===== src/rtl/mc_ctrl_fsm.sv =====
`default_nettype none
// ============================================================================
// Module   : mc_ctrl_fsm
// Brief    : Multi-cycle MIPS control unit (IF/ID/EXE/MEM/WB sequencing,
//            datapath controls, retired-instruction counter, illegal flag).
// Revision : 1.0
// ============================================================================
module mc_ctrl_fsm #(
    parameter int CNT_W = 32
) (
    input  logic             clk,
    input  logic             rst,
    input  logic [5:0]       op,
    input  logic [5:0]       funct,
    input  logic             zero,
    output logic             PCWr,
    output logic [1:0]       PCSrc,
    output logic             IRWr,
    output logic             RFWr,
    output logic             RegDst,
    output logic             MemtoReg,
    output logic             DMWr,
    output logic             ALUSrc,
    output logic [2:0]       ALUOp,
    output logic             ExtOp,
    output logic             Luisel,
    output logic             illegal,
    output logic [2:0]       state,
    output logic [CNT_W-1:0] instr_cnt
);

    typedef enum logic [2:0] {
        S_IF  = 3'd0,
        S_ID  = 3'd1,
        S_EXE = 3'd2,
        S_MEM = 3'd3,
        S_WB  = 3'd4
    } state_t;

    state_t           state_q, state_d;
    logic [CNT_W-1:0] instr_cnt_q;
    logic             retire_d;

    logic is_r, is_j, is_beq, is_addi, is_addiu, is_andi, is_ori, is_lui, is_lw, is_sw;
    logic is_legal;

    always_comb begin
        is_r     = (op == 6'b000000) &&
                   ((funct == 6'b100001) || (funct == 6'b100011) || (funct == 6'b100100) ||
                    (funct == 6'b100101) || (funct == 6'b101010));
        is_j     = (op == 6'b000010);
        is_beq   = (op == 6'b000100);
        is_addi  = (op == 6'b001000);
        is_addiu = (op == 6'b001001);
        is_andi  = (op == 6'b001100);
        is_ori   = (op == 6'b001101);
        is_lui   = (op == 6'b001111);
        is_lw    = (op == 6'b100011);
        is_sw    = (op == 6'b101011);
        is_legal = is_r | is_j | is_beq | is_addi | is_addiu | is_andi | is_ori |
                   is_lui | is_lw | is_sw;
    end

    always_comb begin
        state_d  = S_IF;
        retire_d = 1'b0;
        PCWr     = 1'b0;
        PCSrc    = 2'b00;
        IRWr     = 1'b0;
        RFWr     = 1'b0;
        DMWr     = 1'b0;
        RegDst   = 1'b0;
        MemtoReg = 1'b0;
        ALUSrc   = 1'b0;
        ALUOp    = 3'b000;
        ExtOp    = 1'b0;
        Luisel   = 1'b0;
        illegal  = 1'b0;

        case (state_q)
            S_IF: begin
                PCWr    = 1'b1;
                IRWr    = 1'b1;
                state_d = S_ID;
            end
            S_ID: begin
                if (is_j) begin
                    PCWr     = 1'b1;
                    PCSrc    = 2'b10;
                    retire_d = 1'b1;
                end else if (!is_legal) begin
                    illegal  = 1'b1;
                end else begin
                    state_d  = S_EXE;
                end
            end
            S_EXE: begin
                if (is_beq) begin
                    PCWr     = zero;
                    PCSrc    = 2'b01;
                    retire_d = 1'b1;
                end else if (is_lw || is_sw) begin
                    state_d  = S_MEM;
                end else begin
                    state_d  = S_WB;
                end
            end
            S_MEM: begin
                if (is_sw) begin
                    DMWr     = 1'b1;
                    retire_d = 1'b1;
                end else begin
                    state_d  = S_WB;
                end
            end
            S_WB: begin
                RFWr     = 1'b1;
                retire_d = 1'b1;
            end
            default: state_d = S_IF;
        endcase

        // Operand/ALU selects track op from decode until the instruction leaves.
        if (is_legal && (state_q == S_ID || state_q == S_EXE ||
                         state_q == S_MEM || state_q == S_WB)) begin
            RegDst   = is_r;
            MemtoReg = is_lw;
            ALUSrc   = is_addi | is_addiu | is_andi | is_ori | is_lui | is_lw | is_sw;
            ExtOp    = is_addi | is_addiu | is_lw | is_sw | is_beq;
            Luisel   = is_lui;
            if (is_r) begin
                case (funct)
                    6'b100011: ALUOp = 3'b001;
                    6'b100100: ALUOp = 3'b010;
                    6'b100101: ALUOp = 3'b011;
                    6'b101010: ALUOp = 3'b100;
                    default:   ALUOp = 3'b000;
                endcase
            end else if (is_beq) begin
                ALUOp = 3'b001;
            end else if (is_andi) begin
                ALUOp = 3'b010;
            end else if (is_ori) begin
                ALUOp = 3'b011;
            end else if (is_lui) begin
                ALUOp = 3'b101;
            end else begin
                ALUOp = 3'b000;
            end
        end

        if (rst) begin
            PCWr     = 1'b0;
            PCSrc    = 2'b00;
            IRWr     = 1'b0;
            RFWr     = 1'b0;
            DMWr     = 1'b0;
            RegDst   = 1'b0;
            MemtoReg = 1'b0;
            ALUSrc   = 1'b0;
            ALUOp    = 3'b000;
            ExtOp    = 1'b0;
            Luisel   = 1'b0;
            illegal  = 1'b0;
        end
    end

    always_ff @(posedge clk) begin
        if (rst) begin
            state_q     <= S_IF;
            instr_cnt_q <= '0;
        end else begin
            state_q <= state_d;
            if (retire_d) begin
                instr_cnt_q <= instr_cnt_q + {{(CNT_W-1){1'b0}}, 1'b1};
            end
        end
    end

    assign state     = state_q;
    assign instr_cnt = instr_cnt_q;

endmodule
`default_nettype wire


===== config.mk =====
export PLATFORM = sky130hd
export DESIGN_NAME = mc_ctrl_fsm
export DESIGN_NICKNAME = d
export VERILOG_FILES = /design/src/rtl/mc_ctrl_fsm.sv
export SDC_FILE = /design/constraint.sdc
export NUM_CORES = 1
export LEC_CHECK = 0
export ABC_AREA = 1
export CORE_AREA = 2 2 75 77
export CTS_CLUSTER_DIAMETER = 80
export DETAILED_ROUTE_END_ITERATION = 6
export DIE_AREA = 0 0 77 79
export PLACE_DENSITY = 0.85
export SKIP_LAST_GASP = 1
export SLEW_MARGIN = 40
export SYNTH_ARGS = -nofsm -noshare
export SYNTH_HDL_FRONTEND = slang
export SYNTH_SLANG_ARGS = --single-unit

===== constraint.sdc =====
create_clock -name clk -period 2.36 [get_ports clk]
set_clock_uncertainty 0.2 [all_clocks]
set_input_delay 0.472 -clock clk [delete_from_list [all_inputs] [get_ports clk]]
set_output_delay 0.472 -clock clk [all_outputs]
set_load 0.02 [all_outputs]

==> impl_results.md, run 1 <==
* Most common flop cell mapped by yosys: dfxtp_1
* Reg clk slew, reported paths at 70 ps
* Core Region at 5338 µm²
* WL/cell at around 14 µm
* Max cap viols at 0
* Leak pwr at approximately 1.4 nW
* VDD IR max at 0.2288 mV
* Largest net degree at the start of global routing at 46
* RSZ-0062 raised after global routing: true
* Final-report hold violation count at 0
* Worst-Skew Late Latency at 290 ps
* Final max-slew violation count at 0
* Fin util at between 60% and 70%
* Crit end category: output pin
* Crit path time final at between 2000 and 2500 ps
* Mapped Area at around 2500 µm²
* Number of enable flip-flop cells after synthesis at 0
* Pre-CTS setup slack at -933.6 ps
* Placed standard-cell area at 3377 µm²
* Dpl hpwl at between 5000 and 6000 µm
* Vias per inst at 5.270
* N_diodes at 0
* CTS tree: yes
* Antenna violations before repair at 0
* CTS H-tree depth at 2
* Fmax at around 410 MHz
* Max_slew headroom at around three quarters
* GRT Total Usage at approximately 25%
* Synthesis-to-layout area growth at 48.65%
* Syn. warnings at 0
* Syn Nets at approximately 450
* WS Path Type: in2out
* Num CTS Buffers at 5
* Gate Count Post-Synth at between 400 and 500
* Worst Hold Class: reg2reg
* FF+latch count, synth at 35
* Initial DRC Count at roughly 210
* DR pass1 iterations at 5
* First-pass GRT wire length at 12,590 µm
* Clock root buffer: clkbuf_8
* Dominant cell type by area after synthesis: dfxtp_1
* Violated checks: negative setup slack
* Io pins at 65
* Row count at 27
* Final setup vio count at 2
* Nets at about 550
* Initial Utilization at 46.88%
* Critical path arrival at roughly 1700 ps
* Fin crit share at 102.1%
* Die area at 6083 µm²
* Fraction of registers with async set/reset at 0%
* Post-synthesis cell type count at 26
* Post-route ant nets at 0
* CP required at between 1500 and 2000 ps
* Die W at 77 µm
* Largest cells by area after synthesis: dfxtp_1 28%, nand2_1 23%, nor2_1 14%
* RePlAce Congestion at ~0.94
* Cts hold-fix bufs at 0
* Via Count at ~3,200
* Hold Path Origin: instr_cnt[30]$_SDFFE_PP0P_
* Worst Path Max Fanout at 7
* Sequential area share after synthesis at 28.00%
* Cell with the most instances after synthesis: nand2_1
* # DRC at 0
* Startpoint types: primary input
* Post-route cell area at roughly 3700 µm²
* Worst Setup SP: op[4]
* Die height at between 70 and 80 µm
* Vias in the first global route at 2,968
* Final wirelength at about 8300 µm
* Worst Max-Slew Pin Slew at about 360 ps
* Commonest cells post-synth: 151 x nand2_1, 90 x nor2_1, 41 x nand3_1
* Setup ws final at -49.67 ps
* Fillers at between 400 and 500
* RR Startpoint: instr_cnt[0]$_SDFFE_PP0P_
* Grt total ovfl at 0
* Share of cells above drive strength 1 at about a quarter
* Power per cell area at about 320 nW/µm²
* Port buffer count at between 60 and 70
* Clock Sinks at 35
* Status: finished, violations left
* Maximum buffer depth of the clock tree at 2
* Proportion of netlist area held by the largest area contributor at about 28%
* Synth Area per Inst at about 5.8 µm²
==> final cells by class <==
| class | count | area (µm²) | area share, % |
|---|---|---|---|
| Timing Repair Buffer | 104 | 909.6 | 24.45 |
| Tap cell | 72 | 90.09 | 2.422 |
| Inverter | 34 | 130.1 | 3.498 |
| Clock inverter | 1 | 5.005 | 0.1345 |
| Sequential cell | 35 | 700.7 | 18.84 |
| Clock buffer | 7 | 76.32 | 2.052 |
| Multi-Input combinational cell | 355 | 1808 | 48.60 |
==> stage by stage <==
stage / instances / hold WS [ps] / total power, mW / setup TNS, ps
after floorplan: 433 / 363.0 / 0.6772 / 0
after global placement: 587 / 293.5 / 0.7492 / -14080
after detailed placement: 587 / 309.5 / 0.7516 / -16750
after CTS: 607 / 321.0 / 1.178 / 0
after global routing: 608 / 355.6 / 1.234 / -555.9
final: 608 / 314.0 / 1.203 / -96.03
==> worst max-delay path: stages <==
cell	delay, ps
buf_8	100
nor2_4	180
buf_6	160
nand3_4	90
nand3_2	120
nor2_4	40
nand2_4	80
nand3_4	170
nor2_2	170
buf_4	160
==> routing by layer <==
layer / part of all wire [%] / track usage [%] / wire (µm)
met1: 40 / 28.55 / 3325
met2: 50 / 46.14 / 4155
met3: 5.6 / 4.205 / 460
met4: 3.9 / 10.54 / 326
met5: 0 / 0 / 0
==> cells by family (layout without fill, tap and decap cells) <==
| family | after synthesis | after routing | synth area share, % |
|---|---|---|---|
| AO/OA/AOI/OAI | 41 | 41 | 9.001 |
| XOR/XNOR | 10 | 10 | 3.500 |
| buffers and inverters | 43 | 146 | 7.950 |
| AND/OR/NAND/NOR | 303 | 303 | 51.05 |
| flip-flops | 35 | 35 | 28.00 |
| adder cells (fa/ha/maj) | 1 | 1 | 0.4999 |
==> sequential cells by signal (all words and copies together) (netlist names) <==
| register | cells |
|---|---|
| instr_cnt | 32 |
| state | 3 |
==> final timing paths <==
| check | slack, ps | cells after the start | endpoint |
|---|---|---|---|
| max | -50 | 10 | ExtOp |
| min | 310 | 2 | instr_cnt[30]$_SDFFE_PP0P_ |
| max reg2reg | 390 | 8 | instr_cnt[22]$_SDFFE_PP0P_ |
| min reg2reg | 310 | 2 | instr_cnt[30]$_SDFFE_PP0P_ |
==> where the power goes <==
part           internal, mW  switching, mW
Sequential            0.593        0.00374
Clock                 0.207          0.213
Combinational        0.0778          0.108
Total                 0.878          0.325
==> layout by cell type, fill, tap and decap left out, drive strengths merged <==
cell / n
nand2: 154
nor2: 97
buf: 57
nand3: 44
clkdlybuf4s50: 37
dfxtp: 35
inv: 34
a21oi: 34
clkbuf: 13
xor2: 7
nor3: 7
o21ai: 4
xnor2: 3
clkdlybuf4s15: 2
dlygate4sd2: 2
nand4: 1
o211ai: 1
a31oi: 1
a21bo: 1
ha: 1
clkinv: 1
==> repair_timing <==
item,4_1_cts,5_1_grt
setup endpoints to repair,15,14
endpoints found under the hold margin,0,0
setup buffers,12,2
gates cloned,0,0
gates resized for setup,107,65
pin swaps,14,20
(Power assumes the default switching activity.)
==> inputs of run 2 (changes only) <==
--- a/config.mk
+++ b/config.mk
@@ -10,7 +10,9 @@
 export CTS_CLUSTER_DIAMETER = 80
 export DETAILED_ROUTE_END_ITERATION = 6
 export DIE_AREA = 0 0 77 79
+export GPL_ROUTABILITY_DRIVEN = 0
 export PLACE_DENSITY = 0.85
+export SETUP_SLACK_MARGIN = 0.4
 export SKIP_LAST_GASP = 1
 export SLEW_MARGIN = 40
 export SYNTH_ARGS = -nofsm -noshare
==> impl_results.md, run 2 (synthesis gave the netlist of run 1 again) <==
* GRT Total Usage at 28.24%
* Register share of total power at a little under half
* Worst-Skew Late Latency at 290 ps
* Buf/Inv on CP at 5
* N_diodes at 0
* Violated checks: design-rule violations, negative setup slack
* Status: finished, violations left
* Pint at approximately 0.95 mW
* Initial DRC Count at 449
* Port buffer count at 64
* Reg clk slew, reported paths at approximately 70 ps
* # DRC at 14
* Max cap viols at 0
* Core Region at approximately 5300 µm²
* Largest net degree at the start of global routing at 46
* CTS tree: yes
* Cells along the critical path: buf_8, buf_4, inv_2, nand2_2, nor2_4, nand2_2, nand3_2, nor2_2, nand2_2, nand3_4, buf_12, nor2_4, buf_6
* Maximum buffer depth of the clock tree at 2
* Via Count at around 3,600
* Crit path time final at 2504 ps
* CP required at between 1500 and 2000 ps
* Row count at 27
* CP most frequent cell: nand2_2
* Crit end category: output pin
* Leak pwr at 1.750 nW
* Io pins at between 60 and 70
* Sw frac at 27.65%
* Gate power share at 16.9%
* Grt total ovfl at 0
* Crit path largest cell delay at between 150 and 200 ps
* Worst Hold Class: reg2reg
* Antenna violations before repair at 0
* Most frequent cells in the layout: 136 x nand2_1, 67 x nor2_1, 47 x buf_4, 35 x dlygate4sd2_1, 33 x nand3_1
* First-pass GRT wire length at roughly 14,000 µm
* Dpl hpwl at roughly 5500 µm
* Num CTS Buffers at 5
* Fmax at about 400 MHz
* Switching pwr at around 0.36 mW
* Vias per inst at just under 6
* Final setup vio count at 9
* Max reg flops at 32
* Nets at 572
* Die W at a little under 80 µm
* Fin crit share at 106.1%
* Clock root buffer: clkbuf_8
* Final Power at about 1.3 mW
* Max_slew headroom at between 60% and 70%
* Vias in the first global route at just over 3,000
* DR pass1 iterations at 7
* Startpoint types: primary input
* Worst Max-Slew Pin Slew at approximately 510 ps
* Final max-slew violation count at 0
* Power per cell area at 318.7 nW/µm²
* Final wirelength at 11,210 µm
* Synthesis-to-layout area growth at 64.75%
* Pre-CTS setup slack at -895.6 ps
* Cts hold-fix bufs at 0
* Share of cells above drive strength 1 at about a third
* Die area at between 6000 and 7000 µm²
* Setup ws final at -143.8 ps
* Family with the most delay on the worst path: simple AND/OR/NAND/NOR gates
* Slowest CP cell: buf_12
* Initial Utilization at between 40% and 50%
* Hold WS at ~330 ps
* WS Path Type: in2out
* Setup TNS at -819.0 ps
* WL/cell at 17.82 µm
* Commonest non-fill, non-tap cell in the layout: nand2_1
* RSZ-0062 raised after global routing: true
* Fin util at between 70 and 80%
* Critical path arrival at between 1500 and 2000 ps
* Clock Sinks at 35
* Worst Path Max Fanout at 5
* Post-route ant nets at 0
* VDD IR max at between 0.2 and 0.3 mV
* CTS H-tree depth at 2
* Die height at 79 µm
* Final-report hold violation count at 0
* Clock power frac at 37.6%
-- run 2: cell count changes in the layout (fill, tap and decap cells not counted), sizes merged --
cell / previous run / this run
clkbuf: 13 / 9
clkdlybuf4s50: 37 / 1
buf: 57 / 81
clkinv: 1 / 0
nand2: 154 / 159
dlygate4sd2: 2 / 35
-- run 2: area by class of cell --
cell class / instances / area (µm²)
tap: 72 / 90.09
timing repair buffer: 120 / 1087
inverter: 34 / 127.6
clock buffer: 8 / 100.1
sequential: 35 / 709.4
multi-input combinational: 360 / 2008
fill: 368 / 1215
-- run 2: worst paths after layout --
| kind | start | endpoint | slack [ps] | cells after the start |
|---|---|---|---|---|
| hold / removal | instr_cnt[28]$_SDFFE_PP0P_ | instr_cnt[28]$_SDFFE_PP0P_ | 330 | 2 |
| setup / recovery | op[4] | MemtoReg | -140 | 13 |
| hold reg to reg | instr_cnt[28]$_SDFFE_PP0P_ | instr_cnt[28]$_SDFFE_PP0P_ | 330 | 2 |
| setup reg to reg | state[0]$_SDFF_PP0_ | instr_cnt[22]$_SDFFE_PP0P_ | 210 | 14 |
-- run 2: worst min-delay path: stages, from the launching register on --
cell and delay, ps:
dfxtp_1 350, nand2_2 90, a21oi_2 50
-- run 2: power by group through the flow --
stage                     combinational, mW  clock (mW)  sequential, mW
final                                 0.222       0.494           0.597
after global routing                  0.231       0.518           0.598
after CTS                             0.177       0.484           0.596
after detailed placement              0.152           0           0.610
after global placement                0.148           0           0.610
after floorplan                      0.0723           0           0.612
-- run 2: per-layer routing --
layer | GRT usage (%) | share of wire [%]
met5 | 0 | 0
met4 | 13.75 | 9.3
met3 | 4.205 | 10
met2 | 50.61 | 47
met1 | 33.05 | 34
-- run 2: metrics by stage --
stage / area (µm²) / instances
floorplan: 2581 / 433
global placement: 3473 / 591
detailed placement: 3473 / 591
finish: 4123 / 629
global route: 4123 / 629
CTS: 3761 / 612
-- run 2: what timing repair did --
action / CTS / global route
resized for setup: 218 / 58
endpoints found under the hold margin: 0 / 0
setup buffers: 13 / 12
cloned: 0 / 5
pin swaps: 23 / 16
endpoints found under the setup margin: 82 / 47
